### config.mk
export PLATFORM = sky130hd
export DESIGN_NAME = div_unit
export DESIGN_NICKNAME = d
export VERILOG_FILES = /design/src/rtl/div_unit.sv
export SDC_FILE = /design/constraint.sdc
export NUM_CORES = 1
export LEC_CHECK = 0
export CAP_MARGIN = 20
export CORE_ASPECT_RATIO = 1.1
export CORE_MARGIN = 3
export CORE_UTILIZATION = 55
export CTS_CLUSTER_DIAMETER = 50
export DETAILED_ROUTE_END_ITERATION = 10
export PLACE_DENSITY = 0.76
export SYNTH_ARGS = -nofsm -noshare
export SYNTH_HDL_FRONTEND = slang
export SYNTH_SLANG_ARGS = --single-unit
### constraint.sdc
create_clock -name clk -period 12.81 [get_ports clk]
set_clock_uncertainty 0.1 [all_clocks]
set_input_delay 1.9215 -clock clk [delete_from_list [all_inputs] [get_ports clk]]
set_output_delay 1.9215 -clock clk [all_outputs]
set_load 0.05 [all_outputs]
### src/rtl/div_unit.sv
// Multi-cycle radix-2 restoring divider for DIV/DIVU.
// Produces {remainder, quotient} and stalls execute until done.
module div_unit #(
    parameter int WIDTH = 32,
    parameter int CNT_W = 6
) (
    input  logic               clk,
    input  logic               resetn,
    input  logic               div_start,
    input  logic               div_signed,
    input  logic [WIDTH-1:0]   opdata1,
    input  logic [WIDTH-1:0]   opdata2,
    input  logic               annul,
    output logic [2*WIDTH-1:0] result,
    output logic               ready,
    output logic               stall_req
);

    typedef enum logic [1:0] {IDLE, BYZERO, ON, END} state_e;

    localparam logic [CNT_W-1:0] LAST = CNT_W'(WIDTH - 1);

    state_e             state_q;
    logic [CNT_W-1:0]   cnt_q;
    logic [WIDTH-1:0]   dvd_q;
    logic [WIDTH-1:0]   dvs_q;
    logic [WIDTH-1:0]   rem_q;
    logic               sign_q_q;
    logic               sign_r_q;
    logic [2*WIDTH-1:0] result_q;
    logic               ready_q;

    logic [WIDTH-1:0]   op1_abs;
    logic [WIDTH-1:0]   op2_abs;
    logic [WIDTH:0]     rem_sh;
    logic [WIDTH:0]     diff;
    logic               ge;
    logic [WIDTH-1:0]   quot_d;
    logic [WIDTH-1:0]   rem_d;
    logic [WIDTH-1:0]   quot_fin;
    logic [WIDTH-1:0]   rem_fin;

    assign op1_abs = (div_signed && opdata1[WIDTH-1]) ? -opdata1 : opdata1;
    assign op2_abs = (div_signed && opdata2[WIDTH-1]) ? -opdata2 : opdata2;

    // Partial remainder needs one extra bit before the compare.
    assign rem_sh   = {rem_q, dvd_q[WIDTH-1]};
    assign diff     = rem_sh - {1'b0, dvs_q};
    assign ge       = rem_sh >= {1'b0, dvs_q};
    assign quot_d   = {dvd_q[WIDTH-2:0], ge};
    assign rem_d    = ge ? diff[WIDTH-1:0] : rem_sh[WIDTH-1:0];
    assign quot_fin = sign_q_q ? -quot_d : quot_d;
    assign rem_fin  = sign_r_q ? -rem_d : rem_d;

    assign result    = result_q;
    assign ready     = ready_q;
    assign stall_req = div_start & ~ready_q;

    always_ff @(posedge clk or negedge resetn) begin
        if (!resetn) begin
            state_q  <= IDLE;
            cnt_q    <= '0;
            dvd_q    <= '0;
            dvs_q    <= '0;
            rem_q    <= '0;
            sign_q_q <= 1'b0;
            sign_r_q <= 1'b0;
            result_q <= '0;
            ready_q  <= 1'b0;
        end else begin
            unique case (state_q)
                IDLE: begin
                    if (div_start && !annul) begin
                        if (opdata2 == '0) begin
                            state_q <= BYZERO;
                        end else begin
                            state_q  <= ON;
                            dvd_q    <= op1_abs;
                            dvs_q    <= op2_abs;
                            rem_q    <= '0;
                            cnt_q    <= '0;
                            sign_q_q <= div_signed &
                                        (opdata1[WIDTH-1] ^ opdata2[WIDTH-1]);
                            sign_r_q <= div_signed & opdata1[WIDTH-1];
                        end
                    end
                end
                BYZERO: begin
                    if (annul) begin
                        state_q <= IDLE;
                        ready_q <= 1'b0;
                    end else begin
                        result_q <= '0;
                        ready_q  <= 1'b1;
                        state_q  <= END;
                    end
                end
                ON: begin
                    if (annul) begin
                        state_q <= IDLE;
                        ready_q <= 1'b0;
                    end else begin
                        dvd_q <= quot_d;
                        rem_q <= rem_d;
                        cnt_q <= cnt_q + 1'b1;
                        if (cnt_q == LAST) begin
                            result_q <= {rem_fin, quot_fin};
                            ready_q  <= 1'b1;
                            state_q  <= END;
                        end
                    end
                end
                END: begin
                    if (annul || !div_start) begin
                        state_q <= IDLE;
                        ready_q <= 1'b0;
                    end
                end
                default: state_q <= IDLE;
            endcase
        end
    end

endmodule

* Word-level counts from Yosys, hierarchy flattened
Cells that the tools add are included.
Storage, ports and cells: register bits after elaboration 171, input bits 69
Cells by class: add/subtract/negate cells 6, magnitude comparators 1, equal/unequal tests 11, muxes and demuxes 33, bitwise logic cells 6, reduce and logical (&&, ||, !) cells 16
Operators with widths (number):
- $mux 32 | 11
- $mux 64 | 3
- $neg 32->32 | 4
- $pmux 32 s2 | 2
- $pmux 64 s2 | 1
- $ge 33x32->1 | 1
- $logic_not 32->1 | 1
- $sub 32x32->32 | 1
- $mux 6 | 3
- $mux 2 | 6
- $ne 2x2->1 const B | 6
- $pmux 6 s2 | 1
- $reduce_and 3->1 | 3
- $pmux 2 s4 | 1
- $reduce_and 4->1 | 2
- $add 6x1->6 const B | 1
- $eq 6x5->1 const B | 1
- $eq 2x2->1 const B | 2
- $mux 1 | 4
- $reduce_bool 2->1 | 2
- $and 1x1->1 | 3
- $logic_and 1x1->1 | 3
- $ne 3x3->1 const B | 1
- $pmux 1 s3 | 1
- other kinds (7) | 9

* Logic depth before layout (Yosys ltp)
Gate-level depths: netlist (run 1).
depth after elaboration 7, gate-level depth with buffers 24, mapped depth without buffers 20

* Worst setup path before layout (run 1)
Ideal clock, no wire load.
path type register to register, start register rem_q[9], end register result_q[60] (netlist: result[60]), setup time 134 ps, data arrival time 5273 ps, required time 12576 ps, setup slack 7304 ps, cell stages (with the launch flop) 23, period minus slack after synthesis 5506 ps, path through dfrtp_1 ha_1 buf_2 a21oi_1 o211ai_1 a21bo_2 o31a_1 o32a_1 inv_2 clkbuf_1 clkbuf_1 buf_1 o21ai_0 inv_1 ha_1 nand2_1 nor4_1 or4b_2 o211a_1 or2_2 o41ai_1 xor2_1 o21ai_0
Between the ends: longest elaborated chain between the ends 7
Ends and longest elaborated chain:
- from (decl) | RTL line 27 | logic [WIDTH-1:0] rem_q;
- from (signal assigned) | RTL line 104 | rem_q <= rem_d;
- $sub 32x32->32 or $ge 33x32->1 (tied branches) | RTL line 48, 49
- $mux 32 (*) | RTL line 51 | assign rem_d = ge ? diff[WIDTH-1:0] : rem_sh[WIDTH-1:0];
- $neg 32->32 | RTL line 53 | assign rem_fin = sign_r_q ? -rem_d : rem_d;
- $mux 32 (*) | RTL line 53
- $mux 64 (*) | RTL line 106 | if (cnt_q == LAST) begin
- $mux 64 (*) | RTL line 99 | if (annul) begin
- $pmux 64 s2 (*) | RTL line 71 | unique case (state_q)
- to (signal assigned) | RTL line 107 | result_q <= {rem_fin, quot_fin};
- to (decl) | RTL line 30 | logic [2*WIDTH-1:0] result_q;
Mark *: on every way between the ends. The rest lies on a longest branch, timed or not. The select of a mux whose other input is x is not followed. A chain may end at the register's enable or synchronous reset.

* Final worst setup path (run 1)
start register rem_q[2], end register result_q[58] (netlist: result[58])
The elaborated chain is that of the path after synthesis.

==> results of run 1 <==
==> cells by family after synthesis <==
logic type,synth area share
and+or+nand+nor,0.211
xor gates and xnor gates,0.0996
AOI/OAI and AO/OA,0.231
buffers and inverters,0.0450
DFF,0.353
adders and majority gates,0.0439
muxes,0.0163
==> cell usage in the layout, fill, tap and decap left out, drive strengths merged, types with 5 or more instances in the layout <==
cell type	synthesis	routed
nand4	9	9
clkdlybuf4s50	0	133
dfrtp	171	171
or3	18	18
nor2b	6	6
clkinv	0	6
buf	25	12
mux2i	13	13
a21oi	117	117
o41ai	11	11
mux2	6	6
a31oi	12	12
a211oi	10	10
o21ai	190	190
o211ai	8	8
nand3	21	21
o31ai	42	42
nand2b	13	13
and3	8	8
xnor2	46	46
nor4	15	15
or2	6	6
nor2	126	126
o21bai	5	5
xor2	92	92
nand2	275	275
clkbuf	58	17
inv	56	64
a21o	18	18
ha	41	41
or4	14	14
nor3	21	21
==> flip-flops by register name, summed over array words and instances, names as in the netlist <==
register,cells
rem_q,32
result,64
state_q,2
sign_q_q,1
cnt_q,6
ready,1
dvs_q,32
sign_r_q,1
dvd_q,32
==> critical path, delay by kind of cell, from the launching register on <==
| kind | cells | cell delay, ns |
|---|---|---|
| AO/OA/AOI/OAI | 7 | 2.34 |
| XOR/XNOR | 1 | 0.20 |
| adder cells (fa/ha/maj) | 2 | 0.75 |
| buffers and inverters | 2 | 0.54 |
| flip-flops | 1 | 0.48 |
| multiplexers | 1 | 0.29 |
| AND/OR/NAND/NOR | 5 | 1.57 |
==> routing by layer <==
layer,global-route usage,part of all wire,vias up
met5,0,0,-
met4,0.0890,0.025,0
met3,0.0421,0.044,60
met2,0.456,0.48,309
met1,0.374,0.45,5309
li1,-,-,5516
==> cell type report <==
type | instances | area share
clock buffer | 17 | 0.0299
clock inverter | 14 | 0.0102
inverter | 56 | 0.0148
multi-input combinational | 1216 | 0.516
sequential | 171 | 0.301
tap | 290 | 0.0255
timing repair buffer | 145 | 0.103
==> final timing paths <==
check / from / end / slack (ns) / depth (start not counted)
min in group asynchronous: resetn / rem_q[23]$_DFFE_PN0P_ / 1.36 / 1
worst min-delay path: result[61]$_DFFE_PN0P_ / result[61]$_DFFE_PN0P_ / 0.38 / 2
worst min register to register: result[61]$_DFFE_PN0P_ / result[61]$_DFFE_PN0P_ / 0.38 / 2
worst max register to register: rem_q[2]$_DFFE_PN0P_ / result[58]$_DFFE_PN0P_ / 6.35 / 18
worst max-delay path: rem_q[2]$_DFFE_PN0P_ / result[58]$_DFFE_PN0P_ / 6.35 / 18
max in group asynchronous: resetn / rem_q[20]$_DFFE_PN0P_ / 9.33 / 3
==> stage by stage <==
step / cell area [µm²] / std cells / worst slack, ns / hold WS (ns)
after global placement: 13600 / 1876 / 5.48 / 0.361
after global routing: 14200 / 1909 / 5.88 / 0.398
final: 14200 / 1909 / 6.35 / 0.376
after detailed placement: 13600 / 1876 / 5.30 / 0.369
after CTS: 14200 / 1907 / 5.74 / 0.385
after floorplan: 12100 / 1526 / 7.30 / 0.350
==> power by group <==
group | internal, mW | leakage, nW | total, mW | switching (mW)
clock | 0.260 | 0.282 | 0.505 | 0.246
sequential | 0.729 | 2.20 | 0.897 | 0.168
combinational | 0.553 | 3.65 | 1.63 | 1.07
total | 1.54 | 6.13 | 3.03 | 1.49
==> out/results.ini, run 1 <==
[worst_setup_path]
start_kind = flop
endpoint_kind = flop
path_max_fanout = 38
worstPathArrival_ns = 6.63
crit_slowest_cell = a2111oi_0
path_cells = ha_1 > nand3_1 > o21bai_1 > a2111oi_0 > o31a_1 > o32a_1 > buf_4 > inv_2 > mux2i_1 > ha_1 > nand2_1 > nor4_1 > or4b_2 > nor4_1 > o221ai_1 > o41ai_1 > xor2_1 > o21ai_0
required_ns = 12.97
crit_type = reg -> reg
crit_path_max_incr_delay_ns = 0.81

[sta]
min_period_ns = 6.46
max_freq_mhz = 155
worst_pin_slew_ns = 1.14
post-route-period-util = 0.504
setup_viol = 0
maxSlewHeadroom = 0.238
setup_tns_ns = 0
hold_viol = 0
rsz0062_at_grt = false
maxSlewViolCount = 0

[power_and_ir_drop]
peakVddDrop_mv = 0.259
power_mw = 3.03
p_per_area_mw_per_mm2 = 213
p_leak_nw = 6.13

[global_routing]
overflow = 0
grt_pass1_wl_mm = 53.9
grt_usage = 0.276
antenna_found_initial = 0
grt_pass1_vias = 10600
grt_max_degree = 87

[die]
core_mm2 = 0.0215
die_y_um = 162
io_pins = 135
die-area_mm2 = 0.0239
start_util = 0.564
row_count = 56
die_w_um = 148

[placement]
hpwl_mm = 24.4
portBuffers = 134
gp_congestion = 0.924

[clocking]
clockBufferDepth = 2
cts_hold_buf = 0
clk_latency_ns = 0.44
numCtsBuffers = 17
cts_max_level = 4
post-cts-setup-buffers = 0
cts_tree = done
clock-root-buffer = clkbuf_16
clkTransAtPathRegs_ns = 0.07
ctsResizeCount = 0
cts_sinks = 171

[final_layout]
fin_util = 0.661
multi_input_area_mm2 = 0.00734
drive_above_1_share = 0.0556
area_growth_pct = 17.1
nets = 1718
n_antenna_cell = 0
regArea_mm2 = 0.00428
fill_cells = 1903

[logic_synthesis]
synth-seq-cells = 171
synthFlopType = dfrtp_1
synth_area_leader_cell = dfrtp_1
synth_area_mm2 = 0.0121
synth.distinct_cells = 84
synth_nets = 1637
yosys_warnings = 0
avgSynthCellArea_um2 = 7.95
synth.top_cell.area_share = 0.353
synth_edf_count = 0
synth_seq_area_share = 0.353
synthArstFlopShare = 1.00
yosys-top-cells-count = 274 x nand2_1, 183 x o21ai_0, 171 x dfrtp_1
synth.area.top_cells = dfrtp_1 35%, nand2_1 8.5%, o21ai_0 7.5%, xor2_1 6.6%, a21oi_1 4.7%
synth_cells = 1526
yosysMostFrequentCell = nand2_1

[drt]
wl_mm = 32.9
wire_per_inst_um = 17.2
vias_per_cell = 5.86
vias = 11200
drtIter0Drc = 872
dr.pass1.iters = 5
ant_nets = 0
drc = 0

[hold_path]
hp-class = reg -> reg

[job]
maxCapViolCount = 0

[status]
outcome = complete, no violations

Note: power is estimated with default switching activity, not from simulation.
==> run 2, diff against run 1 <==
Clock period 12.81 ns to 6.4 ns, I/O delays scaled along.
==> out/results.ini, run 2 (synthesis results as in run 1) <==
[status]
outcome = complete, no violations

[sta]
post-route-period-util = 0.929
hold_viol = 0
whs_ns = 0.379
setup_tns_ns = 0
min_period_ns = 5.95
max_freq_mhz = 168
maxSlewViolCount = 0
maxSlewHeadroom = 0.289
rsz0062_at_grt = false
worst_pin_slew_ns = 1.07
setup_viol = 0

[worst_setup_path]
r2r_cells = 17
crit_path_max_incr_delay_ns = 0.69
endpoint_kind = flop
timing.rr.end = result[58]$_DFFE_PN0P_
rr_startpoint = rem_q[2]$_DFFE_PN0P_
required_ns = 6.56
worstPathArrival_ns = 6.10
start_kind = flop
path_max_fanout = 15
path_cells = ha_1 > nand3_1 > o21bai_1 > a2111oi_0 > o31a_1 > o32a_1 > inv_2 > mux2i_1 > ha_1 > nand2_1 > nor4_1 > or4b_2 > nor4_1 > o221ai_1 > o41ai_1 > xor2_1 > o21ai_0
r2r_setup_slack_ns = 0.45
crit_start = rem_q[2]$_DFFE_PN0P_
crit_type = reg -> reg
crit_slowest_cell = or4b_2

[die]
die_w_um = 148
core_mm2 = 0.0215
row_count = 56
io_pins = 135
start_util = 0.564
die_y_um = 162
die-area_mm2 = 0.0239

[drt]
wire_per_inst_um = 17.8
wl_mm = 34.0
ant_nets = 0
vias_per_cell = 5.89
drc = 0
dr.pass1.iters = 5
vias = 11300
drtIter0Drc = 786

[final_layout]
n_antenna_cell = 0
final_cell_mix = 273 x nand2_1, 183 x o21ai_0, 171 x dfrtp_1
multi_input_area_mm2 = 0.00734
largest_reg_flops = 64
fill_cells = 1927
fin_util = 0.662
nets = 1719
drive_above_1_share = 0.0568
instances_no_fill = 1911
regArea_mm2 = 0.00428
area_growth_pct = 17.3
final_common_cell = nand2_1

[hold_path]
whs_path_depth = 2
min_from = result[9]$_DFFE_PN0P_
worstHoldEndpoint = result[9]$_DFFE_PN0P_
hp-class = reg -> reg

[placement]
dp_cells = 1878
hpwl_mm = 25.5
portBuffers = 134
gp_congestion = 0.956

[clocking]
numCtsBuffers = 17
clockBufferDepth = 2
cts_sinks = 171
cts_max_level = 4
clk_latency_ns = 0.44
clock-root-buffer = clkbuf_16
cts_tree = done
cts_hold_buf = 0
ctsResizeCount = 0
post-cts-setup-buffers = 0
clkTransAtPathRegs_ns = 0.08

[global_routing]
overflow = 0
met2_usage = 0.455
antenna_found_initial = 0
use_met3 = 0.0452
grt_max_degree = 129
grt_pass1_wl_mm = 55.3
busiest_layer = met2
grt_pass1_vias = 10700
grt_usage = 0.284
use_met1 = 0.388

[power_and_ir_drop]
p_per_area_mw_per_mm2 = 428
peakVddDrop_mv = 0.368
p_leak_nw = 6.15

[job]
maxCapViolCount = 0

run 2: how the worst max path moves through the flow:
stage | endpoint | cells past startpoint
after floorplan | result[60]$_DFFE_PN0P_ | 22
after global placement | result[58]$_DFFE_PN0P_ | 17
after CTS | result[58]$_DFFE_PN0P_ | 17
after global routing | result[58]$_DFFE_PN0P_ | 17
after detailed placement | result[58]$_DFFE_PN0P_ | 17
final | result[58]$_DFFE_PN0P_ | 17
run 2: power breakdown:
part           total (mW)  internal (mW)  switching, mW
combinational        3.25           1.10           2.15
sequential           1.80           1.46          0.339
clock                1.05          0.529          0.517
total                6.09           3.09           3.00
run 2: metrics by stage:
stage               instance area (µm²)  setup slack (ns)  total power, mW
detailed placement                13600             0.690             5.04
floorplan                         12100             0.894             4.06
finish                            14200             0.455             6.09
CTS                               14200             0.647             6.09
global placement                  13600             0.780             4.98
global route                      14200            0.0125             6.52
run 2: routing by layer:
| layer | routed length [µm] | vias up |
|---|---|---|
| li1 | - | 5525 |
| met1 | 15000 | 5334 |
| met2 | 16000 | 337 |
| met3 | 1840 | 65 |
| met4 | 1170 | 0 |
| met5 | 0 | - |
run 2: critical path, delay by kind of cell (launching register included):
kind	cells	cell delay (ns)
buffers and inverters	1	0.17
multiplexers	1	0.28
adder cells (fa/ha/maj)	2	0.69
AO/OA/AOI/OAI	7	2.30
AND/OR/NAND/NOR	5	1.59
flip-flops	1	0.45
XOR/XNOR	1	0.18
run 2: cell type report:
class / instances / share of cell area
timing repair buffer: 146 / 0.102
clock inverter: 15 / 0.0120
sequential: 171 / 0.301
multi-input combinational: 1216 / 0.515
inverter: 56 / 0.0148
clock buffer: 17 / 0.0299
tap: 290 / 0.0255
